**config.mk**
```make
export PLATFORM = sky130hd
export DESIGN_NAME = mem_arbiter_flat
export DESIGN_NICKNAME = d
export VERILOG_FILES = /design/src/rtl/mem_arbiter_pkg.sv /design/src/rtl/mem_arbiter_if.sv /design/src/rtl/mem_arb_priority.sv /design/src/rtl/mem_arbiter.sv /design/src/flat_wrapper.sv
export SDC_FILE = /design/constraint.sdc
export NUM_CORES = 1
export LEC_CHECK = 0
export ABC_AREA = 1
export CORE_AREA = 2 2 118 120
export DETAILED_ROUTE_END_ITERATION = 10
export DIE_AREA = 0 0 120 122
export GPL_TIMING_DRIVEN = 0
export PLACE_DENSITY = 0.68
export SETUP_SLACK_MARGIN = 0.3
export SYNTH_ARGS = -nofsm -noshare
export SYNTH_HDL_FRONTEND = slang
export SYNTH_SLANG_ARGS = --single-unit
```
**constraint.sdc**
```tcl
create_clock -name clk -period 2 [get_ports clk]
set_input_delay 0.4 -clock clk [delete_from_list [all_inputs] [get_ports clk]]
set_output_delay 0.4 -clock clk [all_outputs]
set_load 0.02 [all_outputs]
```
**src/rtl/mem_arbiter_pkg.sv**
```systemverilog
// Shared types and helpers for the backing-memory arbiter.
package mem_arbiter_pkg;

    typedef enum logic [1:0] {
        IDLE,
        RD_REQ,
        RD_DATA,
        WR
    } arb_state_t;

    typedef enum logic [1:0] {
        G_NONE,
        G_I,
        G_DRD,
        G_DWR
    } grant_t;

    localparam int unsigned BYTES_PER_WORD = 4;

    // Clears the byte-in-word and word-in-burst offset bits of a line address.
    function automatic logic [63:0] burst_base(input logic [63:0] addr,
                                               input int unsigned burst_len);
        logic [63:0] mask;
        mask = 64'(burst_len * BYTES_PER_WORD) - 64'd1;
        return addr & ~mask;
    endfunction

endpackage

```
**src/rtl/mem_arbiter_if.sv**
```systemverilog
// Core-side (three cache clients) and memory-side bundles of the arbiter.
interface mem_arb_core_if #(
    parameter int unsigned ADDR_WIDTH = 26,
    parameter int unsigned DATA_WIDTH = 32
);
    logic                  i_rd_req;
    logic [ADDR_WIDTH-1:0] i_rd_addr;
    logic                  i_rd_valid;
    logic [DATA_WIDTH-1:0] i_rd_data;
    logic                  i_rd_done;
    logic                  d_rd_req;
    logic [ADDR_WIDTH-1:0] d_rd_addr;
    logic                  d_rd_valid;
    logic [DATA_WIDTH-1:0] d_rd_data;
    logic                  d_rd_done;
    logic                  d_wr_req;
    logic [ADDR_WIDTH-1:0] d_wr_addr;
    logic [DATA_WIDTH-1:0] d_wr_data;
    logic                  d_wr_ready;
    logic                  d_wr_done;

    modport master (
        output i_rd_req, i_rd_addr, d_rd_req, d_rd_addr,
               d_wr_req, d_wr_addr, d_wr_data,
        input  i_rd_valid, i_rd_data, i_rd_done,
               d_rd_valid, d_rd_data, d_rd_done,
               d_wr_ready, d_wr_done
    );

    modport slave (
        input  i_rd_req, i_rd_addr, d_rd_req, d_rd_addr,
               d_wr_req, d_wr_addr, d_wr_data,
        output i_rd_valid, i_rd_data, i_rd_done,
               d_rd_valid, d_rd_data, d_rd_done,
               d_wr_ready, d_wr_done
    );
endinterface

interface mem_arb_mem_if #(
    parameter int unsigned ADDR_WIDTH = 26,
    parameter int unsigned DATA_WIDTH = 32
);
    logic                  mem_rd_req;
    logic [ADDR_WIDTH-1:0] mem_rd_addr;
    logic                  mem_rd_ack;
    logic                  mem_rd_valid;
    logic [DATA_WIDTH-1:0] mem_rd_data;
    logic                  mem_wr_req;
    logic [ADDR_WIDTH-1:0] mem_wr_addr;
    logic [DATA_WIDTH-1:0] mem_wr_data;
    logic                  mem_wr_ready;

    modport master (
        output mem_rd_req, mem_rd_addr, mem_wr_req, mem_wr_addr, mem_wr_data,
        input  mem_rd_ack, mem_rd_valid, mem_rd_data, mem_wr_ready
    );

    modport slave (
        input  mem_rd_req, mem_rd_addr, mem_wr_req, mem_wr_addr, mem_wr_data,
        output mem_rd_ack, mem_rd_valid, mem_rd_data, mem_wr_ready
    );
endinterface

```
**src/rtl/mem_arb_priority.sv**
```systemverilog
// Winner select: write-back > D-fill > I-fill, unless the I-side has starved.
module mem_arb_priority
    import mem_arbiter_pkg::*;
#(
    parameter int unsigned STARVE_LIMIT = 4,
    parameter int unsigned CNT_W        = 3
) (
    input  logic             i_ireq,
    input  logic             i_drd_req,
    input  logic             i_dwr_req,
    input  logic [CNT_W-1:0] i_starve_cnt,
    output grant_t           o_grant
);

    always_comb begin
        o_grant = G_NONE;
        if (i_ireq && (i_starve_cnt == CNT_W'(STARVE_LIMIT))) begin
            o_grant = G_I;
        end else if (i_dwr_req) begin
            o_grant = G_DWR;
        end else if (i_drd_req) begin
            o_grant = G_DRD;
        end else if (i_ireq) begin
            o_grant = G_I;
        end
    end

endmodule

```
**src/rtl/mem_arbiter.sv**
```systemverilog
// Serialises I-fill, D-fill and D-write-back bursts onto one memory port.
module mem_arbiter
    import mem_arbiter_pkg::*;
#(
    parameter int unsigned ADDR_WIDTH   = 26,
    parameter int unsigned DATA_WIDTH   = 32,
    parameter int unsigned BURST_LEN    = 4,
    parameter int unsigned STARVE_LIMIT = 4
) (
    input  logic           clk,
    input  logic           rst_n,
    mem_arb_core_if.slave  core,
    mem_arb_mem_if.master  mem
);

    localparam int unsigned BEAT_W = $clog2(BURST_LEN);
    localparam int unsigned CNT_W  = $clog2(STARVE_LIMIT + 1);
    localparam logic [BEAT_W-1:0] LAST_BEAT = BEAT_W'(BURST_LEN - 1);

    arb_state_t            r_state;
    arb_state_t            w_next_state;
    grant_t                r_grant;
    grant_t                w_win;
    logic [ADDR_WIDTH-1:0] r_base;
    logic [ADDR_WIDTH-1:0] w_sel_addr;
    logic [ADDR_WIDTH-1:0] w_beat_addr;
    logic [BEAT_W-1:0]     r_beat;
    logic [CNT_W-1:0]      r_starve_cnt;
    logic                  w_last_beat;
    logic [DATA_WIDTH-1:0] w_rd_data;

    mem_arb_priority #(
        .STARVE_LIMIT (STARVE_LIMIT),
        .CNT_W        (CNT_W)
    ) u_priority (
        .i_ireq       (core.i_rd_req),
        .i_drd_req    (core.d_rd_req),
        .i_dwr_req    (core.d_wr_req),
        .i_starve_cnt (r_starve_cnt),
        .o_grant      (w_win)
    );

    always_comb begin
        case (w_win)
            G_I:     w_sel_addr = core.i_rd_addr;
            G_DRD:   w_sel_addr = core.d_rd_addr;
            G_DWR:   w_sel_addr = core.d_wr_addr;
            default: w_sel_addr = '0;
        endcase
    end

    // Base is line aligned, so the beat offset never carries out of the line.
    assign w_beat_addr = r_base + ADDR_WIDTH'({r_beat, 2'b00});
    assign w_last_beat = (r_beat == LAST_BEAT);
    assign w_rd_data   = mem.mem_rd_data;

    always_ff @(posedge clk) begin
        if (!rst_n) begin
            r_state <= IDLE;
        end else begin
            r_state <= w_next_state;
        end
    end

    always_ff @(posedge clk) begin
        if (!rst_n) begin
            r_grant      <= G_NONE;
            r_base       <= '0;
            r_beat       <= '0;
            r_starve_cnt <= '0;
        end else begin
            case (r_state)
                IDLE: begin
                    r_grant <= w_win;
                    r_beat  <= '0;
                    if (w_win != G_NONE) begin
                        r_base <= ADDR_WIDTH'(burst_base(64'(w_sel_addr), BURST_LEN));
                    end
                    if (w_win == G_I) begin
                        r_starve_cnt <= '0;
                    end else if ((w_win == G_DRD || w_win == G_DWR) && core.i_rd_req &&
                                 (r_starve_cnt != CNT_W'(STARVE_LIMIT))) begin
                        r_starve_cnt <= r_starve_cnt + 1'b1;
                    end
                end
                RD_DATA: if (mem.mem_rd_valid) r_beat <= r_beat + 1'b1;
                WR:      if (mem.mem_wr_ready) r_beat <= r_beat + 1'b1;
                default: ;
            endcase
        end
    end

    always_comb begin
        w_next_state     = r_state;
        core.i_rd_valid  = 1'b0;
        core.i_rd_data   = '0;
        core.i_rd_done   = 1'b0;
        core.d_rd_valid  = 1'b0;
        core.d_rd_data   = '0;
        core.d_rd_done   = 1'b0;
        core.d_wr_ready  = 1'b0;
        core.d_wr_done   = 1'b0;
        mem.mem_rd_req   = 1'b0;
        mem.mem_rd_addr  = '0;
        mem.mem_wr_req   = 1'b0;
        mem.mem_wr_addr  = '0;
        mem.mem_wr_data  = '0;
        case (r_state)
            IDLE: begin
                case (w_win)
                    G_I, G_DRD: w_next_state = RD_REQ;
                    G_DWR:      w_next_state = WR;
                    default:    w_next_state = IDLE;
                endcase
            end
            RD_REQ: begin
                mem.mem_rd_req  = 1'b1;
                mem.mem_rd_addr = r_base;
                if (mem.mem_rd_ack) w_next_state = RD_DATA;
            end
            RD_DATA: begin
                if (r_grant == G_I) begin
                    core.i_rd_valid = mem.mem_rd_valid;
                    core.i_rd_data  = w_rd_data;
                    core.i_rd_done  = mem.mem_rd_valid && w_last_beat;
                end else begin
                    core.d_rd_valid = mem.mem_rd_valid;
                    core.d_rd_data  = w_rd_data;
                    core.d_rd_done  = mem.mem_rd_valid && w_last_beat;
                end
                if (mem.mem_rd_valid && w_last_beat) w_next_state = IDLE;
            end
            WR: begin
                mem.mem_wr_req  = 1'b1;
                mem.mem_wr_addr = w_beat_addr;
                mem.mem_wr_data = core.d_wr_data;
                core.d_wr_ready = mem.mem_wr_ready;
                core.d_wr_done  = mem.mem_wr_ready && w_last_beat;
                if (mem.mem_wr_ready && w_last_beat) w_next_state = IDLE;
            end
            default: w_next_state = IDLE;
        endcase
    end

endmodule

```
**src/flat_wrapper.sv**
```systemverilog
// flat-port wrapper written by rule: the top's interface ports become plain ports
module mem_arbiter_flat import mem_arbiter_pkg::*;
#(
    parameter int unsigned ADDR_WIDTH   = 26,
    parameter int unsigned DATA_WIDTH   = 32,
    parameter int unsigned BURST_LEN    = 4,
    parameter int unsigned STARVE_LIMIT = 4
)
  (clk, rst_n, core_i_rd_req, core_i_rd_addr, core_d_rd_req, core_d_rd_addr, core_d_wr_req, core_d_wr_addr, core_d_wr_data, core_i_rd_valid, core_i_rd_data, core_i_rd_done, core_d_rd_valid, core_d_rd_data, core_d_rd_done, core_d_wr_ready, core_d_wr_done, mem_mem_rd_req, mem_mem_rd_addr, mem_mem_wr_req, mem_mem_wr_addr, mem_mem_wr_data, mem_mem_rd_ack, mem_mem_rd_valid, mem_mem_rd_data, mem_mem_wr_ready);
  mem_arb_core_if #(.ADDR_WIDTH(ADDR_WIDTH), .DATA_WIDTH(DATA_WIDTH)) core_i ();
  mem_arb_mem_if #(.ADDR_WIDTH(ADDR_WIDTH), .DATA_WIDTH(DATA_WIDTH)) mem_i ();
  input  logic clk;
  input  logic rst_n;
  input wire logic [$bits(core_i.i_rd_req)-1:0] core_i_rd_req;
  input wire logic [$bits(core_i.i_rd_addr)-1:0] core_i_rd_addr;
  input wire logic [$bits(core_i.d_rd_req)-1:0] core_d_rd_req;
  input wire logic [$bits(core_i.d_rd_addr)-1:0] core_d_rd_addr;
  input wire logic [$bits(core_i.d_wr_req)-1:0] core_d_wr_req;
  input wire logic [$bits(core_i.d_wr_addr)-1:0] core_d_wr_addr;
  input wire logic [$bits(core_i.d_wr_data)-1:0] core_d_wr_data;
  output wire logic [$bits(core_i.i_rd_valid)-1:0] core_i_rd_valid;
  output wire logic [$bits(core_i.i_rd_data)-1:0] core_i_rd_data;
  output wire logic [$bits(core_i.i_rd_done)-1:0] core_i_rd_done;
  output wire logic [$bits(core_i.d_rd_valid)-1:0] core_d_rd_valid;
  output wire logic [$bits(core_i.d_rd_data)-1:0] core_d_rd_data;
  output wire logic [$bits(core_i.d_rd_done)-1:0] core_d_rd_done;
  output wire logic [$bits(core_i.d_wr_ready)-1:0] core_d_wr_ready;
  output wire logic [$bits(core_i.d_wr_done)-1:0] core_d_wr_done;
  output wire logic [$bits(mem_i.mem_rd_req)-1:0] mem_mem_rd_req;
  output wire logic [$bits(mem_i.mem_rd_addr)-1:0] mem_mem_rd_addr;
  output wire logic [$bits(mem_i.mem_wr_req)-1:0] mem_mem_wr_req;
  output wire logic [$bits(mem_i.mem_wr_addr)-1:0] mem_mem_wr_addr;
  output wire logic [$bits(mem_i.mem_wr_data)-1:0] mem_mem_wr_data;
  input wire logic [$bits(mem_i.mem_rd_ack)-1:0] mem_mem_rd_ack;
  input wire logic [$bits(mem_i.mem_rd_valid)-1:0] mem_mem_rd_valid;
  input wire logic [$bits(mem_i.mem_rd_data)-1:0] mem_mem_rd_data;
  input wire logic [$bits(mem_i.mem_wr_ready)-1:0] mem_mem_wr_ready;
  assign core_i.i_rd_req = core_i_rd_req;
  assign core_i.i_rd_addr = core_i_rd_addr;
  assign core_i.d_rd_req = core_d_rd_req;
  assign core_i.d_rd_addr = core_d_rd_addr;
  assign core_i.d_wr_req = core_d_wr_req;
  assign core_i.d_wr_addr = core_d_wr_addr;
  assign core_i.d_wr_data = core_d_wr_data;
  assign core_i_rd_valid = core_i.i_rd_valid;
  assign core_i_rd_data = core_i.i_rd_data;
  assign core_i_rd_done = core_i.i_rd_done;
  assign core_d_rd_valid = core_i.d_rd_valid;
  assign core_d_rd_data = core_i.d_rd_data;
  assign core_d_rd_done = core_i.d_rd_done;
  assign core_d_wr_ready = core_i.d_wr_ready;
  assign core_d_wr_done = core_i.d_wr_done;
  assign mem_mem_rd_req = mem_i.mem_rd_req;
  assign mem_mem_rd_addr = mem_i.mem_rd_addr;
  assign mem_mem_wr_req = mem_i.mem_wr_req;
  assign mem_mem_wr_addr = mem_i.mem_wr_addr;
  assign mem_mem_wr_data = mem_i.mem_wr_data;
  assign mem_i.mem_rd_ack = mem_mem_rd_ack;
  assign mem_i.mem_rd_valid = mem_mem_rd_valid;
  assign mem_i.mem_rd_data = mem_mem_rd_data;
  assign mem_i.mem_wr_ready = mem_mem_wr_ready;
  mem_arbiter #(.ADDR_WIDTH(ADDR_WIDTH), .DATA_WIDTH(DATA_WIDTH), .BURST_LEN(BURST_LEN), .STARVE_LIMIT(STARVE_LIMIT)) u_core (.clk(clk), .rst_n(rst_n), .core(core_i), .mem(mem_i));
endmodule
```
; ---- Word-level counts from Yosys, hierarchy flattened
; Index checks and enable logic that the tools add are counted.
[op_classes]
addsub = 3
n_mul = 0
div = 0
order_cmp = 0
n_eq_ne = 15
shift = 0
mux = 34
bitwise_logic = 0
reduce_logical = 15
[op_table]
columns = operator, n
row1 = $mux 32, 5
row2 = $pmux 26 s3, 1
row3 = $mux 26, 2
row4 = $add 26x4->26, 1
row5 = $mux 2, 8
row6 = $mux 1, 13
row7 = $eq 2x2->1 const B, 5
row8 = $pmux 2 s4, 1
row9 = $eq 2x1->1 const B, 3
row10 = $mux 3, 2
row11 = $ne 2x2->1 const B, 3
row12 = $pmux 2 s3, 1
row13 = $reduce_and 3->1, 2
row14 = $logic_and 1x1->1, 5
row15 = $ne 2x1->1 const B, 2
row16 = $pmux 2 s2, 1
row17 = $reduce_and 2->1, 2
row18 = $reduce_bool 2->1, 2
row19 = $add 3x1->3 const B, 1
row20 = $eq 3x3->1 const B, 1
row21 = $ne 3x3->1 const B, 1
row22 = $reduce_bool 3->1, 1
row23 = $add 2x1->2 const B, 1
row24 = $logic_not 2->1, 1
row25 = other kinds (2), 2
[word_totals]
ff_bits = 31
latchBits = 0
ram_bits = 0
romBits = 0
mem_count = 0

; ---- Logic depth before layout (Yosys ltp)
[logic_depth]
word_depth = 10
mapped_depth = 11
mapped_depth_nobuf = 9

; ---- By module
; A second synthesis with hierarchy kept.
[hier_totals]
hier_cells = 587
hier_area_um2 = 3103.0
[modules_own_cells]
columns = mod, n_inst, cells_each, area_per_inst_um2, seq_area_each_um2
row1 = mem_arbiter, 1, 578, 3066.7, 620.6
row2 = mem_arb_priority, 1, 9, 36.3, 0.0

; ---- Worst setup path before layout
; No wires, ideal clock.
[synth_timing]
kind = register to output
start = register u_core.r_state[0]
end = output mem_mem_rd_addr[10]
arrival_ns = 1.469
required_ns = 1.600
slack_ns = 0.131
path_stages_with_launch = 6
path_cell_list = dfxtp_1 -> inv_1 -> nor2_1 -> inv_1 -> clkbuf_1 -> nor2_1
[synth_via]
elab_chain_cells = 2
[synth_rtl]
columns = element, line
row1 = from (decl), mem_arbiter.sv:20  ; arb_state_t r_state;
row2 = from (signal assigned), mem_arbiter.sv:61  ; r_state <= w_next_state;
row3 = $eq 2x1->1, mem_arbiter.sv:108  ; case (r_state)
row4 = $mux 26, mem_arbiter.sv:108
row5 = to (decl), flat_wrapper.sv:30  ; output wire logic [$bits(mem_i.mem_rd_addr)-1:0] mem_mem_rd_addr;
; No other way between the ends.

; ---- Worst setup path in the final report
[layout_timing]
start = register u_core.r_state[1]
end = output core_d_rd_data[19]
[layout_via]
elab_chain_cells = 2
[layout_rtl]
columns = element, line
row1 = $eq 2x2->1, mem_arbiter.sv:108
row2 = $mux 32, mem_arbiter.sv:108
row3 = to (decl), flat_wrapper.sv:25  ; output wire logic [$bits(core_i.d_rd_data)-1:0] core_d_rd_data;
; No other way between the ends.

==> run metrics <==
Required @ worst endpoint 1.60 ns; final hold vios 0; Pleak 3.75 nW; TNS Setup 0 ns; Routed wire per std cell 14.2 um; count of non-filler cells in the finished layout 1109; starting density of the core 0.248; grt total ovfl 0; top cell type's share of synthesized area 0.186; Min Clock Period, post-route 1.90 ns; total CTS buffers 5; drt initial violations 218; Syn Inst Count 608; Clk pin slew, worst setup/hold paths 0.06 ns; Synth Area in Simple Gates 0.443; drt pass-1 iters 7; number of hold buffers added after CTS 0; NumNets Final 1080; Comb pwr share 0.616; initial antenna violation count 1; worst reg-to-reg path cell count 11; Vias 4792; CTS tree yes; Final ANT Viol Nets 0; Internal 2.32 mW; row count 43; RR Endpoint u_core.r_base[25]; top_reg_cell synth dfxtp_1; clk sinks 31; H-tree depth 2; Post-synth EDFFs 0; routed wire length 15.8 mm; share of cells above drive strength 1 0.355; first-pass GRT wire length 23.4 mm; Final Slew Violations 0; Final Wtd Congestion 0.874; PnR Total Power 4.01 mW; Clock Latency Late Sink 0.28 ns; Layout area overhead 111%; Die Width 120 um; xor/xnor share of the synthesized area 0.00262; vias per inst 4.32; clock share of power 0.182; distinct cell type count of the synthesized netlist 30; critical path class flop to primary output; synthesized area per cell 5.50 sq um; IO Count 306; crit path launch u_core.r_state[1]; Synth area leaders dfxtp_1, inv_1, nand3_1, nor3_1, nor2_1; Setup-failing EPs final 0; CP Capture Point core_d_rd_data[19]; type of destination of the critical path primary output; gr usage total 0.199; highest clock rate 0.525 GHz; post-synthesis mux area share 0; largest net degree at the start of global routing 11; Compound-Gate Fraction of Synth Area 0.0554; Post-route DRC 0; ys async rst share 0; power share of the sequential group 0.202; sequential area share after synthesis 0.186; Die H 122 um; arrival time at the worst endpoint 1.50 ns; Die ar. 0.0146 sq mm; DP Cell Count 1078; IO buf count 285; post-synthesis cell area 0.00334 sq mm; Tightest Hold Check Type flop to flop; MaxCap Viol Count 0; Yosys top cell by area dfxtp_1; area post-placement 0.00654 sq mm; RR Startpoint u_core.r_state[1]; Net Switching 1.69 mW; Cell Pwr Density 567 mW/mm^2; vias in the first global route 4692; Core ar. 0.0135 sq mm; RSZ-0062 raised after global routing yes; CTS max path bufs 2; Worst VDD drop 0.372 mV; root buffer cell clkbuf_16; switching part of the total 0.421; total number of yosys warnings 0; Worst Path Max Fanout 6; largest family of logic cells by synthesized area simple AND/OR/NAND/NOR gates; crit start category flop; Setup Skew 0.00659 ns; fin crit share 0.952; Finished Cell Area 0.00706 sq mm; Post-DP HPWL 12.2 mm; post-synthesis adder-cell area fraction 0.0112; Seq cells post-synth 31; status finished clean; r2r setup slk 0.42 ns
[through the flow]
step / utilization / setup slack [ns] / hold slack (ns)
after global routing: 0.523 / 0.0239 / 0.523
after CTS: 0.509 / 0.0525 / 0.491
final: 0.523 / 0.0951 / 0.473
after global placement: 0.484 / -0.476 / 0.475
after floorplan: - / 0.182 / 0.456
after detailed placement: 0.484 / -0.507 / 0.483
[metal layers]
metal  vias to the layer above  track usage  wire (um)
met5                         -            0          0
li1                       2470            -          -
met4                         0       0.0500        233
met2                       173        0.374       8250
met3                        19       0.0552       1220
met1                      2130        0.220       6080
[final cells by class]
| cell class | count | area (sq um) |
|---|---|---|
| inverters | 173 | 662 |
| clock buffers | 6 | 129 |
| diodes | 1 | 2.50 |
| well taps | 180 | 225 |
| multi-input cells | 359 | 2180 |
| flip-flops and latches | 31 | 632 |
| fillers | 1377 | 6440 |
| plain buffers | 50 | 520 |
| repair buffers | 307 | 2700 |
| clock inverters | 2 | 12.5 |
[synthesized netlist by cell type, types with 6 or more instances]
| master | count |
|---|---|
| o21ai_0 | 18 |
| buf_2 | 12 |
| nand2_1 | 54 |
| clkinv_1 | 10 |
| buf_6 | 8 |
| a21oi_1 | 6 |
| nand3_1 | 68 |
| inv_2 | 10 |
| o21ai_1 | 10 |
| nand2_2 | 9 |
| nand4_1 | 22 |
| clkbuf_1 | 15 |
| dfxtp_1 | 31 |
| nor2_1 | 82 |
| buf_4 | 9 |
| inv_1 | 153 |
| nor3_1 | 68 |
[layout by cell type (no fill, tap or decap), types with 11 or more instances in the layout]
master / n
clkbuf_2: 13
inv_2: 11
o21ai_0: 18
nor3_4: 16
dfxtp_1: 26
nand4_1: 22
buf_6: 29
buf_4: 116
buf_2: 34
nor3_2: 36
nor3_1: 16
inv_1: 148
nand3_1: 68
clkdlybuf4s50_1: 133
nor2_1: 71
nand2_1: 53
[sequential cells by signal, indices dropped and copies added, names as in the netlist]
signal / count
u_core.r_state: 2
u_core.r_grant: 2
u_core.r_base: 22
u_core.r_starve_cnt: 3
u_core.r_beat: 2
[cells by family after synthesis]
family / Yosys count
compound gates: 36
xor+xnor: 1
fa+ha+maj: 3
buf+inv: 223
flops: 31
other cells: 1
simple gates: 313
[worst max-delay path, stage by stage, from the launching register on]
cell     delay [ns]
dfxtp_4        0.38
inv_4          0.04
nor2_4         0.12
inv_4          0.07
buf_8          0.14
buf_12         0.14
nor3_4         0.20
buf_6          0.14
[how the worst min path moves through the flow]
stage / startpoint / to / cells after the start
6_report: u_core.r_starve_cnt[0] / u_core.r_starve_cnt[0] / 2
3_3_place_gp: u_core.r_starve_cnt[0] / u_core.r_starve_cnt[0] / 2
3_5_place_dp: u_core.r_starve_cnt[0] / u_core.r_starve_cnt[0] / 2
5_1_grt: u_core.r_starve_cnt[0] / u_core.r_starve_cnt[0] / 2
4_1_cts: u_core.r_starve_cnt[0] / u_core.r_starve_cnt[0] / 2
2_1_floorplan: u_core.r_starve_cnt[0] / u_core.r_starve_cnt[0] / 2
[repair_timing]
action	4_1_cts	5_1_grt
gates cloned	4	2
resized for setup	638	275
endpoints found under the setup margin	151	170
buffers inserted	8	8
pin swaps	2	8
[power by group through the flow]
stage,sequential [mW],combinational [mW],clock (mW)
5_1_grt,0.821,2.68,0.774
2_1_floorplan,0.798,1.20,0
3_3_place_gp,0.811,2.06,0
4_1_cts,0.804,2.22,0.748
3_5_place_dp,0.813,2.07,0
6_report,0.810,2.47,0.729
Note: power is estimated with default switching activity, not from simulation.
